===== config.mk =====
export PLATFORM = sky130hd
export DESIGN_NAME = seven_seg_scanner_flat
export DESIGN_NICKNAME = d
export VERILOG_FILES = /design/src/rtl/seven_seg_scanner_if.sv /design/src/rtl/seven_seg_scanner.sv /design/src/flat_wrapper.sv
export SDC_FILE = /design/constraint.sdc
export NUM_CORES = 1
export LEC_CHECK = 0
export BUFFER_PORTS_ARGS = -buffer_cell sky130_fd_sc_hd__buf_2
export CAP_MARGIN = 5
export CORE_UTILIZATION = 61
export CTS_CLUSTER_SIZE = 24
export DETAILED_ROUTE_END_ITERATION = 7
export GPL_ROUTABILITY_DRIVEN = 1
export PLACE_DENSITY_LB_ADDON = 0.08
export SYNTH_ARGS = -nofsm -noshare
export SYNTH_HDL_FRONTEND = slang
export SYNTH_SLANG_ARGS = --single-unit
export TNS_END_PERCENT = 10

===== constraint.sdc =====
create_clock -name clk -period 7.3 [get_ports clk]
set_clock_uncertainty 0.05 [all_clocks]
set_input_delay 0.365 -clock clk [delete_from_list [all_inputs] [get_ports clk]]
set_output_delay 0.365 -clock clk [all_outputs]
set_load 0.01 [all_outputs]

===== src/rtl/seven_seg_scanner_if.sv =====
// seven_seg_scanner_if: display data in, segment/digit drive out
//   master drives value/dot/blank_mask/lzb_en/bright and observes seg/dsp/frame_start
//   slave is the scanner side
interface seven_seg_scanner_if #(parameter int N_DIGITS = 8);
  logic [N_DIGITS-1:0][3:0] value;
  logic [N_DIGITS-1:0] dot;
  logic [N_DIGITS-1:0] blank_mask;
  logic lzb_en;
  logic [4:0] bright;
  logic [7:0] seg;
  logic [N_DIGITS-1:0] dsp;
  logic frame_start;
  modport master(output value, dot, blank_mask, lzb_en, bright, input seg, dsp, frame_start);
  modport slave(input value, dot, blank_mask, lzb_en, bright, output seg, dsp, frame_start);
endinterface


===== src/rtl/seven_seg_scanner.sv =====
// seven_seg_scanner: multiplexed seven-segment driver with blanking, PWM, LZB and frame snapshots
//   clk, rst_n (sync, active-low)
//   bus.value/dot/blank_mask/lzb_en/bright in; bus.seg {dp,g..a}, bus.dsp one-hot, bus.frame_start out
module seven_seg_scanner #(
  parameter int N_DIGITS = 8,
  parameter int SLOT_CYCLES = 131072,
  parameter int BLANK_CYCLES = 256,
  parameter bit SEG_ACTIVE_LOW = 1'b1,
  parameter bit DSP_ACTIVE_LOW = 1'b1
) (
  input logic clk,
  input logic rst_n,
  seven_seg_scanner_if.slave bus
);
  localparam int CW = $clog2(SLOT_CYCLES);
  localparam int IW = N_DIGITS > 1 ? $clog2(N_DIGITS) : 1;
  localparam logic [CW-1:0] LAST_CNT = CW'(SLOT_CYCLES - 1);
  localparam logic [CW-1:0] ON_CNT = CW'(BLANK_CYCLES);
  localparam logic [IW-1:0] LAST_IDX = IW'(N_DIGITS - 1);
  localparam logic [N_DIGITS-1:0] ONE = 1;
  localparam logic [6:0] FONT [16] = '{7'h3F, 7'h06, 7'h5B, 7'h4F, 7'h66, 7'h6D, 7'h7D, 7'h07,
                                       7'h7F, 7'h6F, 7'h77, 7'h7C, 7'h39, 7'h5E, 7'h79, 7'h71};
  typedef enum logic {BLANK, ON} phase_t;
  phase_t r_phase;
  logic [CW-1:0] r_cnt;
  logic [IW-1:0] r_idx;
  logic [3:0] r_pwm;
  logic [N_DIGITS-1:0][3:0] r_value;
  logic [N_DIGITS-1:0] r_dot, r_mask;
  logic r_lzb_en;
  logic [4:0] r_bright;
  logic [7:0] r_seg;
  logic [N_DIGITS-1:0] r_dsp;
  logic r_frame_start;
  logic w_snap, w_lzb_en, w_lz, w_lit;
  logic [N_DIGITS-1:0][3:0] w_value;
  logic [N_DIGITS-1:0] w_dot, w_mask;
  logic [4:0] w_bright;
  logic [3:0] w_pwm;
  logic [7:0] w_pat;
  logic [CW-1:0] w_cnt_nxt;
  logic [IW-1:0] w_idx_nxt;
  // the snapshot cycle already displays the freshly captured inputs
  assign w_snap = r_cnt == '0 && r_idx == '0;
  assign w_value = w_snap ? bus.value : r_value;
  assign w_dot = w_snap ? bus.dot : r_dot;
  assign w_mask = w_snap ? bus.blank_mask : r_mask;
  assign w_lzb_en = w_snap ? bus.lzb_en : r_lzb_en;
  assign w_bright = w_snap ? bus.bright : r_bright;
  assign w_cnt_nxt = r_cnt == LAST_CNT ? '0 : r_cnt + 1'b1;
  assign w_idx_nxt = r_cnt != LAST_CNT ? r_idx : r_idx == LAST_IDX ? '0 : r_idx + 1'b1;
  // PWM phase restarts on the first ON cycle of every slot; bright >= 16 is always lit
  assign w_pwm = r_cnt == ON_CNT ? 4'd0 : r_pwm;
  assign w_lit = r_phase == ON && {1'b0, w_pwm} < w_bright;
  // current digit is a leading zero if it and every more significant digit are zero
  always_comb begin
    w_lz = w_lzb_en && r_idx != '0;
    for (int j = 0; j < N_DIGITS; j++)
      if (j >= int'(r_idx) && w_value[j] != 4'h0) w_lz = 1'b0;
  end
  assign w_pat = {w_dot[r_idx], (w_mask[r_idx] || w_lz) ? 7'h00 : FONT[w_value[r_idx]]};
  always_ff @(posedge clk) begin
    if (!rst_n) begin
      r_cnt <= '0;
      r_idx <= '0;
      r_pwm <= '0;
      r_phase <= BLANK_CYCLES > 0 ? BLANK : ON;
      r_value <= '0;
      r_dot <= '0;
      r_mask <= '0;
      r_lzb_en <= 1'b0;
      r_bright <= '0;
      r_seg <= {8{SEG_ACTIVE_LOW}};
      r_dsp <= {N_DIGITS{DSP_ACTIVE_LOW}};
      r_frame_start <= 1'b0;
    end else begin
      r_cnt <= w_cnt_nxt;
      r_idx <= w_idx_nxt;
      r_pwm <= w_pwm + 4'(r_phase == ON);
      r_phase <= w_cnt_nxt < ON_CNT ? BLANK : ON;
      if (w_snap) begin
        r_value <= bus.value;
        r_dot <= bus.dot;
        r_mask <= bus.blank_mask;
        r_lzb_en <= bus.lzb_en;
        r_bright <= bus.bright;
      end
      r_seg <= {8{SEG_ACTIVE_LOW}} ^ (w_lit ? w_pat : 8'h00);
      r_dsp <= {N_DIGITS{DSP_ACTIVE_LOW}} ^ (w_lit ? ONE << r_idx : '0);
      r_frame_start <= w_snap;
    end
  end
  assign bus.seg = r_seg;
  assign bus.dsp = r_dsp;
  assign bus.frame_start = r_frame_start;
endmodule


===== src/flat_wrapper.sv =====
// flat-port wrapper written by rule: the top's interface ports become plain ports
module seven_seg_scanner_flat 
#(
  parameter int N_DIGITS = 8,
  parameter int SLOT_CYCLES = 131072,
  parameter int BLANK_CYCLES = 256,
  parameter bit SEG_ACTIVE_LOW = 1'b1,
  parameter bit DSP_ACTIVE_LOW = 1'b1
)
  (clk, rst_n, bus_value, bus_dot, bus_blank_mask, bus_lzb_en, bus_bright, bus_seg, bus_dsp, bus_frame_start);
  seven_seg_scanner_if #(.N_DIGITS(N_DIGITS)) bus_i ();
  input logic clk;
  input logic rst_n;
  input wire logic [$bits(bus_i.value)-1:0] bus_value;
  input wire logic [$bits(bus_i.dot)-1:0] bus_dot;
  input wire logic [$bits(bus_i.blank_mask)-1:0] bus_blank_mask;
  input wire logic [$bits(bus_i.lzb_en)-1:0] bus_lzb_en;
  input wire logic [$bits(bus_i.bright)-1:0] bus_bright;
  output wire logic [$bits(bus_i.seg)-1:0] bus_seg;
  output wire logic [$bits(bus_i.dsp)-1:0] bus_dsp;
  output wire logic [$bits(bus_i.frame_start)-1:0] bus_frame_start;
  assign bus_i.value = bus_value;
  assign bus_i.dot = bus_dot;
  assign bus_i.blank_mask = bus_blank_mask;
  assign bus_i.lzb_en = bus_lzb_en;
  assign bus_i.bright = bus_bright;
  assign bus_seg = bus_i.seg;
  assign bus_dsp = bus_i.dsp;
  assign bus_frame_start = bus_i.frame_start;
  seven_seg_scanner #(.N_DIGITS(N_DIGITS), .SLOT_CYCLES(SLOT_CYCLES), .BLANK_CYCLES(BLANK_CYCLES), .SEG_ACTIVE_LOW(SEG_ACTIVE_LOW), .DSP_ACTIVE_LOW(DSP_ACTIVE_LOW)) u_core (.clk(clk), .rst_n(rst_n), .bus(bus_i));
endmodule

== Yosys cells after proc, flatten, opt, wreduce, memory -nomap -nowiden ==
Memory sizes are Yosys's and may differ from the RTL's.
Cells that the tools add are included.

* Register bits: 96
* Bits in latches: 0
* Memory bits (writable): 0
* Bits in read-only memories: 112
* Input bits: 56
* Output and inout bits: 17
* Logic and storage cells: 92
* Memories: 1

* $add $sub $neg: 3
* $mul: 0
* Divide/modulo/power cells: 0
* Magnitude comparators: 11
* Eq/ne operators: 4
* Shift operators: 1
* Muxes and demuxes: 28
* Bitwise operators: 3
* Reduce and logical (&&, ||, !) cells: 22

{| class="wikitable"
|+ Memories
! name !! depth !! width !! rd ports !! clocked after memory_dff !! write ports !! line !! text
|-
| (name not given) || 16 || 7 || 1 || 0 || 0 || seven_seg_scanner.sv:61 || <nowiki>assign w_pat = {w_dot[r_idx], (w_mask[r_idx] || w_lz) ? 7'h00 : FONT[w_value[r_idx]]};</nowiki>
|}

{| class="wikitable"
|+ Operators by type and width
! operator !! number
|-
| 2-to-1 mux 32 bit || 1
|-
| 2-to-1 mux 8 bit || 4
|-
| nonzero test 4 bit || 8
|-
| 2-to-1 mux 7 bit || 3
|-
| adder 17 x 1 -> 17 bit (second input constant) || 1
|-
| equality test 17 bit (second input constant) || 1
|-
| equality test 17 x 9 -> 1 bit (second input constant) || 1
|-
| logical NOT 17 bit || 1
|-
| < comparator 17 x 9 -> 1 bit (second input constant) || 1
|-
| 2-to-1 mux 17 bit || 1
|-
| != test 17 bit (second input constant) || 1
|-
| NOT 8 bit || 2
|-
| binary-select mux 4 bit (select 3 bit) || 1
|-
| 2-to-1 mux 1 bit || 12
|-
| logical AND 1 bit || 10
|-
| >= comparator 3 bit (first input constant) || 3
|-
| 2-to-1 mux 4 bit || 2
|-
| << shifter 1 x 3 -> 8 bit (first input constant) || 1
|-
| binary-select mux 1 bit (select 3 bit) || 2
|-
| >= comparator 1 x 3 -> 1 bit (first input constant) || 2
|-
| >= comparator 2 x 3 -> 1 bit (first input constant) || 2
|-
| >= comparator 5 bit (second input constant) || 1
|-
| < comparator 4 x 5 -> 1 bit || 1
|-
| 2-to-1 mux 5 bit || 1
|-
| 9 further kinds || 9
|}

== Longest topological paths before layout ==
* Word-level depth: 17
* Gate-level depth with buffers: 20
* Gate-level depth less buffers: 14

== Least setup slack after synthesis ==
Ideal clock, no wire load.

* Kind: flip-flop to flip-flop
* Start point: register u_core.r_idx[1]
* End point: register u_core.r_seg[5], in the netlist u_core.bus.seg[5]
* Arrival time: 4.716 ns
* Data required time: 7.117 ns
* Setup slack: 2.400 ns
* Cell stages (with the launch flop): 21
* Path buffers: 7
* Period minus slack after synthesis: 4.900 ns
* Cells stage by stage: dfxtp_1 -> buf_1 -> inv_1 -> buf_1 -> ha_1 -> nor2b_1 -> and2_1 -> buf_4 -> nand2_4 -> buf_4 -> buf_2 -> buf_1 -> clkbuf_1 -> mux2i_1 -> ha_1 -> o311ai_0 -> a221o_1 -> a21oi_1 -> nor3_1 -> o311a_2 -> o221ai_1

* Cells in the longest elaborated chain, start to end: 17
* Elaborated cells between the ends (all ways): 52
* Classes of those cells: 8 x order compare; 20 x mux; 2 x bitwise; 21 x reduce/logical; 1 x memory

{| class="wikitable"
|+ Ends and longest elaborated chain
! what !! line !! text
|-
| start, declared || seven_seg_scanner.sv:26 || <nowiki>logic [IW-1:0] r_idx;</nowiki>
|-
| start signal, assigned || seven_seg_scanner.sv:78 || <nowiki>r_idx <= w_idx_nxt;</nowiki>
|-
| branches (longest 15 deep; another with memory (16 x 7 bit)) || - ||
|-
| 2-to-1 mux 8 bit * || seven_seg_scanner.sv:88 || <nowiki>r_seg <= {8{SEG_ACTIVE_LOW}} ^ (w_lit ? w_pat : 8'h00);</nowiki>
|-
| NOT 8 bit (no source line) * || - ||
|-
| end signal, assigned || seven_seg_scanner.sv:73 || <nowiki>r_seg <= {8{SEG_ACTIVE_LOW}};</nowiki>
|-
| end signal, assigned || seven_seg_scanner.sv:88 ||
|-
| end, declared || seven_seg_scanner.sv:32 || <nowiki>logic [7:0] r_seg;</nowiki>
|}

Mark *: on every way between the ends. The select of a mux whose other input is x is not followed.
A chain may end at the register's enable or synchronous reset.

== Worst setup path in the final report ==
* Start point: register u_core.r_idx[0]
* End point: register u_core.r_seg[3], in the netlist u_core.bus.seg[3]

The elaborated chain is that of the path after synthesis.

==> impl_metrics.ini <==
[layout]
final_common_cell = dfxtp_1
drive_gt1_share_pct = 20.0
final_core_util_pct = 73.1
final_net_count = 672
area_growth_pct = 13.5
insertedDiodeCount = 0
stdcell_area_um2 = 5410
final_cell_mix = dfxtp_1 (96), nand2_1 (92), buf_2 (72), nor2_1 (49), a21oi_1 (42)

[timing]
period_share_pct = 67.7
max_freq_mhz = 202
finalCriticalPeriod_ns = 4.94
tns_ns = 0
maxSlewHeadroom_pct = 27.4
tightest_slew_ns = 1.09
slew_violations = 0
setup_ws_ns = 2.36
grt_setup_unrepaired = no
hold_viol_final = 0
setup_viol = 0

[setup_path]
cpPeakStageDelay_ns = 0.75
r2r_setup_slack_ns = 2.36
critPathSlowestCell = dfxtp_1
worstPathMaxFanout = 65
cp-end-kind = flop
cp_num_buf_inv = 2
crit_path_cell_trace = inv_1, ha_1, nor2b_1, and2_1, nand2_4, mux2_2, mux4_2, a21oi_2, inv_1, ha_1, mux2_2, mux2i_1, nand2_1
critical-path-top-delay-family = multiplexers
arrival_ns = 5.14
critical_path_class = reg -> reg
required_ns = 7.50
startpoint_type = flop

[routing]
drc = 0
firstDrtPassIters = 5
post_drt_wl_per_cell_um = 15.9
drtAntennaViolNets = 0
wirelength_mm = 11.2
via_per_inst = 5.97
drt-initial-drc-count = 273
vias = 4178

[clock_tree]
clkSinkCount = 96
cts_tree = built
clockBufferDepth = 2
cts_setup_buffers = 0
hold_buffers = 0
clk_latency_ns = 0.36
clkSlewWorstSetupHoldPaths_ns = 0.09
cts_root_buffer = clkbuf_8
cts_made_buffers = 9
cts_max_level = 3
ctsResizeCount = 0

[floorplanning]
start_util_pct = 64.4
rows = 31
die_h_um = 90.4
die_area_um2 = 8170
die_x_um = 90.4
io_pins = 73
core_area_um2 = 7410

[logic_synthesis]
synth_area_leaders = dfxtp_1 (40%), nand2_1 (7.2%), mux4_2 (5.7%)
syn_nets = 616
synth-edff-count = 0
ys_ff_latch = 96
yosys_warnings = 0
ys.flop_type = dfxtp_1
synthDistinctLibCells = 57
yosysSeqAreaShare_pct = 40.3
syn-cell-area_um2 = 4770
synth_area_per_cell_um2 = 8.83
synthCells = 540
synth_top_cell_by_area = dfxtp_1
yosysTopAreaCellShare_pct = 40.3
synthArstFlopShare_pct = 0

[global_routing]
grt_use_met1_pct = 34.9
grt-busiest-layer = met2
grt_overflow = 0
grt_max_degree = 66
met3_usage_pct = 6.99
track_usage_pct = 27.6
grt_pass1_vias = 3877
met2_usage_pct = 46.2
grt_pass1_wl_mm = 18.2
antenna_found_initial = 0

[power_and_ir_drop]
power_leakage_uw = 0.00224
p_per_area_nw_per_um2 = 229
peakVddDrop_uv = 110

[placed_design]
place_worst_setup_slack_ns = 2.38
place.gp.congestion = 0.945
placed_area_um2 = 5150
hpwlAfterDp_mm = 8.04
io_buffers = 72

[worst_hold_path]
min_path_type = in -> reg

[status]
status = finished clean

[flow_run]
cap_violations = 0
[cells by family after synthesis]
family	count (synthesis)	synth area share (%)
buffers and inverters	45	3.94
adder cells (fa/ha/maj)	20	5.25
AND/OR/NAND/NOR	233	23.5
XOR/XNOR	16	2.94
multiplexers	41	11.9
AO/OA/AOI/OAI	89	12.1
flip-flops	96	40.3
[metal layers]
| metal | vias to the layer above | share of wire, % |
|---|---|---|
| li1 | 2010 | - |
| met5 | - | 0 |
| met4 | 0 | 1.9 |
| met3 | 29 | 7.5 |
| met2 | 187 | 49 |
| met1 | 1952 | 42 |
[synthesized netlist by cell type (2+ instances only)]
cell type	count
buf_2	3
nand4_1	4
nand2_1	92
nand3_1	27
and4_1	5
a21boi_0	2
buf_1	6
o22ai_1	2
inv_2	3
a211o_1	2
mux2_2	3
xnor2_1	8
and2_1	14
o311ai_0	2
o211ai_1	6
dfxtp_1	96
nand2b_1	4
and3_1	6
a21oi_1	42
mux2i_1	22
clkbuf_1	18
a41oi_1	2
a31oi_1	4
inv_1	12
ha_1	20
nor2b_1	5
buf_4	2
mux4_2	12
o221ai_1	2
nor4_1	9
o21ai_0	9
xor2_1	8
a211oi_1	3
nor3_1	7
o2111ai_1	2
nor2_1	50
mux2_1	4
or4_1	3
[worst paths after layout]
path	end	startpoint	cells after the start
max reg2reg	u_core.bus.seg[3]$_SDFF_PN1_	u_core.r_idx[0]$_SDFFE_PN0N_	13
max	u_core.bus.seg[3]$_SDFF_PN1_	u_core.r_idx[0]$_SDFFE_PN0N_	13
min reg2reg	u_core.r_mask[1]$_SDFF_PN0_	u_core.r_mask[1]$_SDFF_PN0_	2
min	u_core.r_mask[6]$_SDFF_PN0_	bus_blank_mask[6]	3
[through the flow]
step / hold slack (ns) / std cells / power (uW)
2_1_floorplan: 0.375 / 540 / 740
3_5_place_dp: 0.399 / 684 / 794
4_1_cts: 0.178 / 700 / 1240
6_report: 0.196 / 700 / 1240
3_3_place_gp: 0.388 / 684 / 790
5_1_grt: 0.196 / 700 / 1290
[worst reg2reg max path: cells and delay by family, from the launching register on]
family	cells	cell delay (ns)
muxes	4	1.33
and+or+nand+nor	4	1.16
DFF	1	0.75
adders and majority gates	2	0.64
buffers and inverters	2	0.59
AOI/OAI and AO/OA	1	0.32
[registers in the layout, summed over array words and instances (netlist names)]
signal / cells
u_core.r_value: 32
u_core.r_cnt: 17
u_core.bus.dsp: 8
u_core.bus.seg: 8
u_core.r_dot: 8
u_core.r_mask: 8
u_core.r_bright: 5
u_core.r_pwm: 4
u_core.r_idx: 3
u_core.bus.frame_start: 1
u_core.r_lzb_en: 1
u_core.r_phase: 1
[area by class of cell]
type,count,area [um2]
multi-input combinational,399,2660
inverter,15,56.3
tap,99,124
clock buffer,9,124
fill,565,2000
clock inverter,7,143
sequential,96,1920
timing repair buffer,75,383
[where the power goes]
group	switching (uW)	internal [uW]	leakage [uW]
Clock	187	263	0.000134
Combinational	120	92.5	0.00132
Sequential	19.8	554	0.000785
Power figures use the tool's default switching activity.
